File: config.mk
export PLATFORM = sky130hd
export DESIGN_NAME = uart_rx
export DESIGN_NICKNAME = d
export VERILOG_FILES = /design/src/rtl/uart_rx.sv
export SDC_FILE = /design/constraint.sdc
export NUM_CORES = 1
export LEC_CHECK = 0
export CAP_MARGIN = 10
export CORE_MARGIN = 8
export CORE_UTILIZATION = 40
export CTS_BUF_LIST = sky130_fd_sc_hd__clkbuf_16
export DETAILED_ROUTE_END_ITERATION = 8
export PLACE_DENSITY = 0.56
export SYNTH_ARGS = -nofsm -noshare
export SYNTH_HDL_FRONTEND = slang
export SYNTH_SLANG_ARGS = --single-unit
File: constraint.sdc
create_clock -name rx_clk -period 5.93 [get_ports rx_clk]
set_input_delay 0.8895 -clock rx_clk [delete_from_list [all_inputs] [get_ports rx_clk]]
set_output_delay 0.8895 -clock rx_clk [all_outputs]
set_load 0.01 [all_outputs]
File: src/rtl/uart_rx.sv
// rtl/uart_rx.sv - 8N1 UART receiver with mid-bit sampling; optional even parity via UART_RX_PARITY_EN
module uart_rx #(
    parameter int CLKS_PER_BIT = 521
) (
    input  logic       rx_clk,
    input  logic       rst_n,
    input  logic       rx_in,
    output logic [7:0] rx_data,
    output logic       rx_valid,
    output logic       frame_err,
    output logic       parity_err,
    output logic       rx_busy
);

    localparam logic [15:0] HALF_BIT = 16'((CLKS_PER_BIT - 1) / 2);
    localparam logic [15:0] BIT_LAST = 16'(CLKS_PER_BIT - 1);

    typedef enum logic [2:0] {
        IDLE,
        START,
        DATA,
`ifdef UART_RX_PARITY_EN
        PARITY,
`endif
        STOP,
        BREAK_WAIT
    } state_t;

    state_t      state, next_state;
    logic        sync1, rx_s;
    logic [15:0] cnt;
    logic [2:0]  bit_idx;
    logic [7:0]  shift;
    logic        timed;
    logic        bit_end;
    logic        stop_sample;

    always_ff @(posedge rx_clk or negedge rst_n) begin
        if (!rst_n) begin
            sync1 <= 1'b1;
            rx_s  <= 1'b1;
        end else begin
            sync1 <= rx_in;
            rx_s  <= sync1;
        end
    end

    always_ff @(posedge rx_clk or negedge rst_n) begin
        if (!rst_n) begin
            state <= IDLE;
        end else begin
            state <= next_state;
        end
    end

    always_comb begin
        next_state  = state;
        timed       = 1'b0;
        bit_end     = 1'b0;
        stop_sample = 1'b0;
        case (state)
            IDLE: begin
                if (!rx_s) next_state = START;
            end
            START: begin
                timed = 1'b1;
                // Mid-point re-check rejects short glitches on the line
                if (cnt == HALF_BIT) next_state = rx_s ? IDLE : DATA;
            end
            DATA: begin
                timed   = 1'b1;
                bit_end = (cnt == BIT_LAST);
                if (bit_end && bit_idx == 3'd7) begin
`ifdef UART_RX_PARITY_EN
                    next_state = PARITY;
`else
                    next_state = STOP;
`endif
                end
            end
`ifdef UART_RX_PARITY_EN
            PARITY: begin
                timed   = 1'b1;
                bit_end = (cnt == BIT_LAST);
                if (bit_end) next_state = STOP;
            end
`endif
            STOP: begin
                timed       = 1'b1;
                bit_end     = (cnt == BIT_LAST);
                stop_sample = bit_end;
                // Leaving at mid-stop lets a start edge follow with no idle gap
                if (bit_end) next_state = rx_s ? IDLE : BREAK_WAIT;
            end
            BREAK_WAIT: begin
                if (rx_s) next_state = IDLE;
            end
            default: next_state = IDLE;
        endcase
    end

    always_ff @(posedge rx_clk or negedge rst_n) begin
        if (!rst_n) begin
            cnt       <= 16'd0;
            bit_idx   <= 3'd0;
            shift     <= 8'h00;
            rx_data   <= 8'h00;
            rx_valid  <= 1'b0;
            frame_err <= 1'b0;
        end else begin
            rx_valid  <= 1'b0;
            frame_err <= 1'b0;
            if (state != next_state || bit_end) begin
                cnt <= 16'd0;
            end else if (timed) begin
                cnt <= cnt + 16'd1;
            end
            if (state == DATA && bit_end) begin
                shift[bit_idx] <= rx_s;
                bit_idx        <= bit_idx + 3'd1;
            end
            if (stop_sample) begin
                rx_valid  <= 1'b1;
                rx_data   <= shift;
                frame_err <= ~rx_s;
            end
        end
    end

`ifdef UART_RX_PARITY_EN
    logic parity_bit;
    logic parity_q;

    always_ff @(posedge rx_clk or negedge rst_n) begin
        if (!rst_n) begin
            parity_bit <= 1'b0;
            parity_q   <= 1'b0;
        end else begin
            parity_q <= 1'b0;
            if (state == PARITY && bit_end) parity_bit <= rx_s;
            if (stop_sample) parity_q <= parity_bit ^ (^shift);
        end
    end

    assign parity_err = parity_q;
`else
    assign parity_err = 1'b0;
`endif

    assign rx_busy = (state != IDLE);

endmodule

==> impl_metrics.tcl, run 1 <==
set metrics [dict create \
    clk_pin_slew_worst_paths_ns 0.06 \
    setup_slack_ns 3.38 \
    clock_skew_ns 0.00435 \
    syn_area_mm2 0.00209 \
    synth_nets 195 \
    cts.sinks 42 \
    clockBufferDepth 2 \
    power_switching_uw 107 \
    ys_seq_area_share_pct 50.4 \
    track_usage_pct 11.1 \
    syn_avg_cell_area_um2 11.1 \
    cts_hold_buffers 0 \
    slew_headroom_pct 39.4 \
    finalCriticalPeriod_ns 2.55 \
    ctsResizeCount 0 \
    route.vias.total 1371 \
    die_y_um 88.3 \
    swShare_pct 19.5 \
    drive_gt1_share_pct 14.4 \
    stdcell_count 271 \
    die_w_um 88.3 \
    htreeDepth 2 \
    p_comb_share_pct 1.2 \
    dieArea_mm2 0.00780 \
    pre_cts_slack_ns 3.67 \
    core-area_mm2 0.00507 \
    max_cap_viol_count 0 \
    status "finished, final reports clean" \
    ctsRootBufferMaster "clkbuf_16" \
    cts_made_buffers 5 \
    rrSetupSlack_ns 3.66 \
    rr_startpoint "cnt[0]$_DFFE_PN0P_" \
    startpoint_type "flop" \
    min_path_type "flop to flop" \
    nNetsFinal 207 \
    dp_hpwl_um 2780 \
    grt_max_degree 43 \
    power.density_mw_per_mm2 229 \
    synth_top_area_share_pct 47.8 \
    post-route-drc-count 0 \
    grt_pass1_wl_um 6710 \
    synth_cells 188 \
    gp_congestion 0.829 \
    dp.cells 263 \
    cts_setup_buffers 0 \
    criticalPathCategory "flop to primary output" \
    synth_cell_types 41 \
    ys_async_sr_fraction_pct 100 \
    antenna_cells 0 \
    max_freq_mhz 392 \
    power_leakage_uw 0.00111 \
    worst_setup_path_startpoint "state[0]$_DFF_PN0_" \
    port_buffers 13 \
    crit_fanout 8 \
    power_frac_seq_pct 52.7 \
    fin_tns_setup_ns 0 \
    cts_tree "done" \
    yosysTopAreaCell "dfrtp_1" \
    p_int_uw 442 \
    finalMaxSlewViolations 0 \
    ir_worst_vdd_mv 0.121 \
    r2r-end "rx_data[6]$_DFFE_PN0P_" \
    synth_warnings 0 \
    top_level_ports 15 \
    rows 26 \
    r2r_cells 6 \
    synthTopCellsByArea "dfrtp_1 48%, mux2_4 5.7%, nor2_1 4.3%" \
    grt_overflow_total 0 \
    routedWlPerCell_um 14.2 \
    post-route-period-util_pct 43.1 \
    hold_viol 0 \
    synth.most_common_cell "dfrtp_1" \
    drtIter0Drc 56 \
    pwr-share-clk_pct 46.1 \
    initial_core_util_pct 41.2 \
    cp.arrival_ns 1.66 \
    synth_edf_count 0 \
    cp-end-kind "primary output" \
    worst_slew_pin_slew_ns 0.909 \
    wl_um 3850 \
    synthFlopType "dfrtp_1" \
    synth_seq_cells 42 \
    nFillCells 493 \
    syn_to_final_growth_pct 14.7 \
    rsz0062_at_grt "false" \
    via_per_inst 5.06 \
    endpoint "rx_busy" \
    grt_pass1_vias 1387 \
    setup_viol_count_final 0 \
    clock_latency_ns 0.28 \
    first_pass_iters 6 \
    antenna_found_initial 0 \
    post-route-util_pct 47.3 \
    worstPathRequired_ns 5.04 \
    synth_common_cells "40 x dfrtp_1, 24 x nor2_1, 11 x nand2_1" \
    drt.antenna.violating_nets 0 \
]
==> critical path, stage by stage, from the launching register on <==
cell and delay (ns):
dfrtp_1 0.48, or3_1 0.41, clkdlybuf4s50_1 0.50
==> cells by family after synthesis <==
kind of cell	share of synthesized area (%)
flops	50.4
compound gates	3.17
mux	11.1
fa+ha+maj	2.39
buf+inv	3.53
other cells	0.179
xor+xnor	6.70
simple gates	22.5
==> placed cells by master (no fill, tap or decap), types with 2 or more instances in the layout <==
| master | count |
|---|---|
| a21oi_1 | 3 |
| mux2_4 | 8 |
| clkdlybuf4s50_1 | 12 |
| dfrtp_1 | 40 |
| nor3_1 | 7 |
| o21ai_0 | 4 |
| dfstp_2 | 2 |
| xor2_1 | 7 |
| mux2_2 | 5 |
| nand2_1 | 11 |
| mux2_1 | 5 |
| nand4b_1 | 2 |
| nor2_1 | 24 |
| inv_1 | 7 |
| nor2b_1 | 4 |
| clkbuf_16 | 5 |
| nand3_1 | 10 |
| xnor2_1 | 9 |
| nand4_1 | 6 |
| or3_1 | 4 |
| ha_1 | 4 |
==> area by class of cell <==
type / count / area [um^2] / share of cell area, %
clock buffers: 5 / 125 / 5.22
clock inverters: 3 / 16.3 / 0.678
inverters: 7 / 26.3 / 1.10
multi-input cells: 131 / 965 / 40.2
flip-flops and latches: 42 / 1050 / 43.9
well taps: 70 / 87.6 / 3.65
repair buffers: 13 / 125 / 5.22
==> registers in the layout, summed over array words and instances, names as in the netlist <==
register and flops:
shift 8, bit_idx 3, rx_data 8, cnt 16, rx_s 1, state 3
frame_err 1, sync1 1, rx_valid 1
==> power by group through the flow <==
stage	registers (uW)	logic, uW	clock network [uW]
3_5_place_dp	295	7.27	0
2_1_floorplan	293	1.67	0
4_1_cts	289	7.25	264
6_report	289	6.67	253
3_3_place_gp	294	7.02	0
5_1_grt	289	8.21	276
==> worst min path at each step <==
stage / start / to / slack [ns] / depth (start not counted)
after detailed placement: sync1$_DFF_PN1_ / rx_s$_DFF_PN1_ / 0.35 / 0
after CTS: sync1$_DFF_PN1_ / rx_s$_DFF_PN1_ / 0.36 / 0
after global placement: sync1$_DFF_PN1_ / rx_s$_DFF_PN1_ / 0.35 / 0
final: sync1$_DFF_PN1_ / rx_s$_DFF_PN1_ / 0.36 / 0
after floorplan: sync1$_DFF_PN1_ / rx_s$_DFF_PN1_ / 0.35 / 0
after global routing: sync1$_DFF_PN1_ / rx_s$_DFF_PN1_ / 0.36 / 0
==> stage by stage <==
stage / hold slack (ns) / power, uW / instance area, um^2
5_1_grt: 0.362 / 574 / 2400
3_3_place_gp: 0.348 / 301 / 2260
3_5_place_dp: 0.348 / 302 / 2260
6_report: 0.356 / 550 / 2400
4_1_cts: 0.357 / 561 / 2400
2_1_floorplan: 0.345 / 295 / 2090
==> metal layers <==
layer	GRT usage, %	vias up	part of all wire, %
met3	2.97	5	3.5
met1	13.7	679	47
met5	0	-	0
met2	17.3	16	48
li1	-	671	-
met4	5.84	0	1.8
Power figures use the tool's default switching activity.
==> run 2: changes to the inputs <==
- PLACE_DENSITY: 0.56 -> 0.58
- clock period: 5.93 -> 2.3 ns (I/O delays scaled with it)
==> run 2 against run 1 <==
  * Sequential power rose to 2.6 times the previous value
  * Largest power group unchanged
  * Final cell count is 1.8% higher
  * Wire length up 2.4%
==> impl_metrics.tcl, run 2 (synthesis gave the netlist of run 1 again) <==
set metrics [dict create \
    initial_core_util_pct 41.2 \
    power_leakage_uw 0.00113 \
    clk_pin_slew_worst_paths_ns 0.07 \
    r2r_cells 6 \
    grt_pass1_wl_um 7090 \
    nFillCells 507 \
    finalMaxSlewViolations 0 \
    syn_to_final_growth_pct 17.3 \
    startpoint_type "flop" \
    nNetsFinal 212 \
    post-route-period-util_pct 92.8 \
    top_regs "cnt: 16 flops, rx_data: 8 flops, shift: 8 flops" \
    cts_made_buffers 5 \
    crit_fanout 10 \
    grt_max_degree 43 \
    top_level_ports 15 \
    dieArea_mm2 0.00780 \
    cts.sinks 42 \
    rsz0062_at_grt "false" \
    antenna_cells 0 \
    clock_latency_ns 0.28 \
    drive_gt1_share_pct 17.0 \
    placed_area_mm2 0.00229 \
    clockBufferDepth 2 \
    grt_overflow_total 0 \
    criticalPathCategory "flop to flop" \
    most-common-layout-cells "40 x dfrtp_1, 24 x nor2_1, 12 x clkdlybuf4s50_1" \
    largest_reg_flops 16 \
    cts_tree "done" \
    cp.arrival_ns 2.31 \
    max_freq_mhz 469 \
    grt_pass1_vias 1504 \
    first_pass_iters 4 \
    ir_worst_vdd_mv 0.337 \
    fin_tns_setup_ns 0 \
    dp_hpwl_um 2890 \
    route.vias.total 1375 \
    rrSetupSlack_ns 0.17 \
    via_per_inst 4.98 \
    port_buffers 13 \
    rr_startpoint "cnt[0]$_DFFE_PN0P_" \
    routedWlPerCell_um 14.3 \
    hold_ws_ns 0.204 \
    hold_viol 0 \
    drt.antenna.violating_nets 0 \
    clock_skew_ns 0.00794 \
    wl_um 3950 \
    ctsRootBufferMaster "clkbuf_16" \
    die_w_um 88.3 \
    finalCriticalPeriod_ns 2.13 \
    slew_headroom_pct 38.0 \
    post-route-drc-count 0 \
    final_area_mm2 0.00245 \
    rows 26 \
    core-area_mm2 0.00507 \
    layout_commonest_cell "dfrtp_1" \
    setup_viol_count_final 0 \
    die_y_um 88.3 \
    worst_slew_pin_slew_ns 0.931 \
    status "finished, final reports clean" \
    drtIter0Drc 65 \
    power.density_mw_per_mm2 596 \
    r2r-end "rx_data[1]$_DFFE_PN0P_" \
    max_cap_viol_count 0 \
    track_usage_pct 11.8 \
    worstPathRequired_ns 2.47 \
    cts_setup_buffers 0 \
    htreeDepth 2 \
    cp-end-kind "flop" \
    antenna_found_initial 0 \
    largest-register "cnt" \
    min_path_type "primary input to asynchronous set/reset pin" \
    gp_congestion 0.870 \
]
run 2: report_power, final:
part | leakage (uW) | switching (uW) | internal [uW]
Combinational | 0.000498 | 14.9 | 2.51
Sequential | 0.000565 | 3.45 | 742
Clock | 0.0000704 | 292 | 407
Total | 0.00113 | 310 | 1150
run 2: what timing repair did:
| action | CTS | global route |
|---|---|---|
| gates resized for setup | 0 | 1 |
| setup endpoints to repair | 0 | 1 |
| hold buffers | 0 | 0 |
| endpoints found under the hold margin | 0 | 0 |
run 2: final cells by class:
| class | instances | area (um^2) | area share, % |
|---|---|---|---|
| flip-flops and latches | 42 | 1050 | 42.9 |
| clock inverters | 3 | 25.0 | 1.02 |
| well taps | 70 | 87.6 | 3.57 |
| inverters | 7 | 26.3 | 1.07 |
| clock buffers | 5 | 125 | 5.10 |
| multi-input cells | 131 | 973 | 39.7 |
| repair buffers | 18 | 163 | 6.63 |
run 2: how the worst max path moves through the flow:
stage / startpoint / end / cells after the start / slack (ns)
2_1_floorplan: cnt[0]$_DFFE_PN0P_ / rx_data[0]$_DFFE_PN0P_ / 7 / 0.39
3_3_place_gp: cnt[0]$_DFFE_PN0P_ / shift[6]$_DFFE_PN0P_ / 8 / 0.20
3_5_place_dp: cnt[0]$_DFFE_PN0P_ / rx_data[7]$_DFFE_PN0P_ / 6 / 0.16
4_1_cts: cnt[0]$_DFFE_PN0P_ / rx_data[1]$_DFFE_PN0P_ / 6 / 0.15
5_1_grt: cnt[0]$_DFFE_PN0P_ / rx_data[5]$_DFFE_PN0P_ / 6 / 0.06
6_report: cnt[0]$_DFFE_PN0P_ / rx_data[1]$_DFFE_PN0P_ / 6 / 0.17
run 2: worst max-delay path: stages, from the launching register on:
cell     delay [ns]
dfrtp_1        0.43
inv_1          0.08
ha_1           0.14
nor4b_4        0.24
nand2_2        0.12
or3_1          0.62
mux2_4         0.39
run 2: per-layer routing:
metal  part of all wire (%)  track usage (%)  vias to the layer above
li1                       -                -                      680
met1                     46             14.3                      672
met2                     47             18.8                       18
met3                    5.6             3.99                        5
met4                    1.4             4.30                        0
met5                      0                0                        -
run 2: through the flow:
step           total power (uW)  instances  util (%)  setup slack, ns
2_1_floorplan               761        188         -            0.386
3_3_place_gp                777        268      45.2            0.200
3_5_place_dp                778        268      45.2            0.163
4_1_cts                    1490        276      48.2            0.154
5_1_grt                    1520        276      48.3           0.0596
6_report                   1460        276      48.3            0.166
==> run 3: changes to the inputs <==
- CORE_UTILIZATION: 40 -> 35
- PLACE_DENSITY: 0.58 -> unset
==> run 3 against run 2 <==
  * Combinational power grew 6%
  * First-iteration DRC count up 17%
  * Flip-flop and latch count stayed put
  * Critical path type unchanged
  * Largest power group unchanged
  * Highest routed layer unchanged
==> impl_metrics.tcl, run 3 (synthesis gave the netlist of run 1 again) <==
set metrics [dict create \
    status "finished, final reports clean" \
    most-common-layout-cells "40 x dfrtp_1, 24 x nor2_1, 12 x clkdlybuf4s50_1" \
    worstPathRequired_ns 2.47 \
    dieArea_mm2 0.00871 \
    post-route-drc-count 0 \
    cp-end-kind "flop" \
    antenna_cells 0 \
    cts_made_buffers 5 \
    gp_congestion 0.809 \
    nNetsFinal 216 \
    die_w_um 93.3 \
    r2r_cells 6 \
    clock_skew_ns 0.00779 \
    drive_gt1_share_pct 18.6 \
    endpoint "rx_data[6]$_DFFE_PN0P_" \
    clock_latency_ns 0.28 \
    layout_commonest_cell "dfrtp_1" \
    global_route.usage.met1_pct 13.7 \
    syn_to_final_growth_pct 18.8 \
    grt_use_met2_pct 14.6 \
    fin_tns_setup_ns 0 \
    cts_hold_buffers 0 \
    htreeDepth 2 \
    core-area_mm2 0.00585 \
    clk_pin_slew_worst_paths_ns 0.06 \
    grt_pass1_wl_um 6980 \
    criticalPathCategory "flop to flop" \
    worst_setup_path_startpoint "cnt[0]$_DFFE_PN0P_" \
    power.density_mw_per_mm2 581 \
    drt.antenna.violating_nets 0 \
    finalCriticalPeriod_ns 2.09 \
    antenna_found_initial 0 \
    clockBufferDepth 2 \
    finalMaxSlewViolations 0 \
    setup_slack_ns 0.206 \
    wl_um 3880 \
    grt_util_met3_pct 2.24 \
    nFillCells 529 \
    startpoint_type "flop" \
    slew_headroom_pct 60.7 \
    drtIter0Drc 76 \
    ctsResizeCount 0 \
    max_freq_mhz 477 \
    max_cap_viol_count 0 \
    track_usage_pct 9.99 \
    cts_tree "done" \
    r2r-end "rx_data[6]$_DFFE_PN0P_" \
    route.vias.total 1389 \
    largest_reg_flops 16 \
    hold_viol 0 \
    power_leakage_uw 0.00115 \
    min_path_type "primary input to asynchronous set/reset pin" \
    routedWlPerCell_um 13.6 \
    cp.arrival_ns 2.26 \
    post-route-period-util_pct 91.1 \
    setup_viol_count_final 0 \
    busiest_layer "met2" \
    largest-register "cnt" \
    rsz0062_at_grt "false" \
    rows 28 \
    dp_hpwl_um 2690 \
    first_pass_iters 4 \
    top_level_ports 15 \
    rrSetupSlack_ns 0.21 \
    cts.sinks 42 \
    grt_max_degree 43 \
    grt_overflow_total 0 \
    grt_pass1_vias 1442 \
    initial_core_util_pct 35.8 \
    ir_worst_vdd_mv 0.389 \
    top_regs "cnt: 16 flops, rx_data: 8 flops, shift: 8 flops" \
    worst_slew_pin_slew_ns 0.590 \
    port_buffers 13 \
    crit_fanout 10 \
    cts_setup_buffers 0 \
    rr_startpoint "cnt[0]$_DFFE_PN0P_" \
    via_per_inst 4.87 \
    pre_cts_slack_ns 0.188 \
    die_y_um 93.3 \
    ctsRootBufferMaster "clkbuf_16" \
]
[run 3: cell count changes in the layout (fill, tap and decap cells not counted), sizes merged]
cell,previous run,this run
inv,8,7
buf,6,10
clkinv,1,2
[run 3: worst max-delay path, cell delays in order (launching register included)]
cell and delay [ns]:
dfrtp_1 0.42, inv_1 0.08, ha_1 0.14, nor4b_4 0.22, nand2_2 0.11, or3_1 0.63
mux2_4 0.39
[run 3: cell type report]
cell class | count | area (um^2) | area share [%]
timing repair buffer | 22 | 193 | 7.75
tap | 75 | 93.8 | 3.77
clock inverter | 3 | 21.3 | 0.856
inverter | 7 | 26.3 | 1.06
multi-input combinational | 131 | 973 | 39.2
clock buffer | 5 | 125 | 5.03
sequential | 42 | 1050 | 42.4
[run 3: power by group]
| group | total (uW) | internal, uW | switching, uW |
|---|---|---|---|
| clock | 680 | 401 | 279 |
| sequential | 746 | 742 | 3.51 |
| combinational | 18.4 | 3.61 | 14.8 |
[run 3: routing by layer]
| layer | part of all wire (%) | wire length, um |
|---|---|---|
| met2 | 44 | 1720 |
| met3 | 3.0 | 116 |
| met4 | 1.9 | 73 |
| met5 | 0 | 0 |
| met1 | 51 | 1970 |
[run 3: worst min path at each step]
stage                          startpoint                      to  slack [ns]  cells after the start
after floorplan                     rst_n  bit_idx[0]$_DFFE_PN0P_        0.05                      0
after global placement    sync1$_DFF_PN1_          rx_s$_DFF_PN1_        0.35                      0
after detailed placement  sync1$_DFF_PN1_          rx_s$_DFF_PN1_        0.35                      0
after CTS                           rst_n  bit_idx[2]$_DFFE_PN0P_        0.15                      2
after global routing                rst_n     cnt[13]$_DFFE_PN0P_        0.18                      2
final                               rst_n     cnt[15]$_DFFE_PN0P_        0.12                      2
[run 3: stage by stage]
step                power, uW  hold WS (ns)  cell area [um^2]  utilization [%]  instances
floorplan                 761        0.0494              2090                -        188
global placement          780         0.346              2330             39.8        277
detailed placement        780         0.347              2330             39.8        277
CTS                      1470         0.146              2480             42.3        285
global route             1500         0.184              2490             42.5        285
finish                   1440         0.119              2490             42.5        285
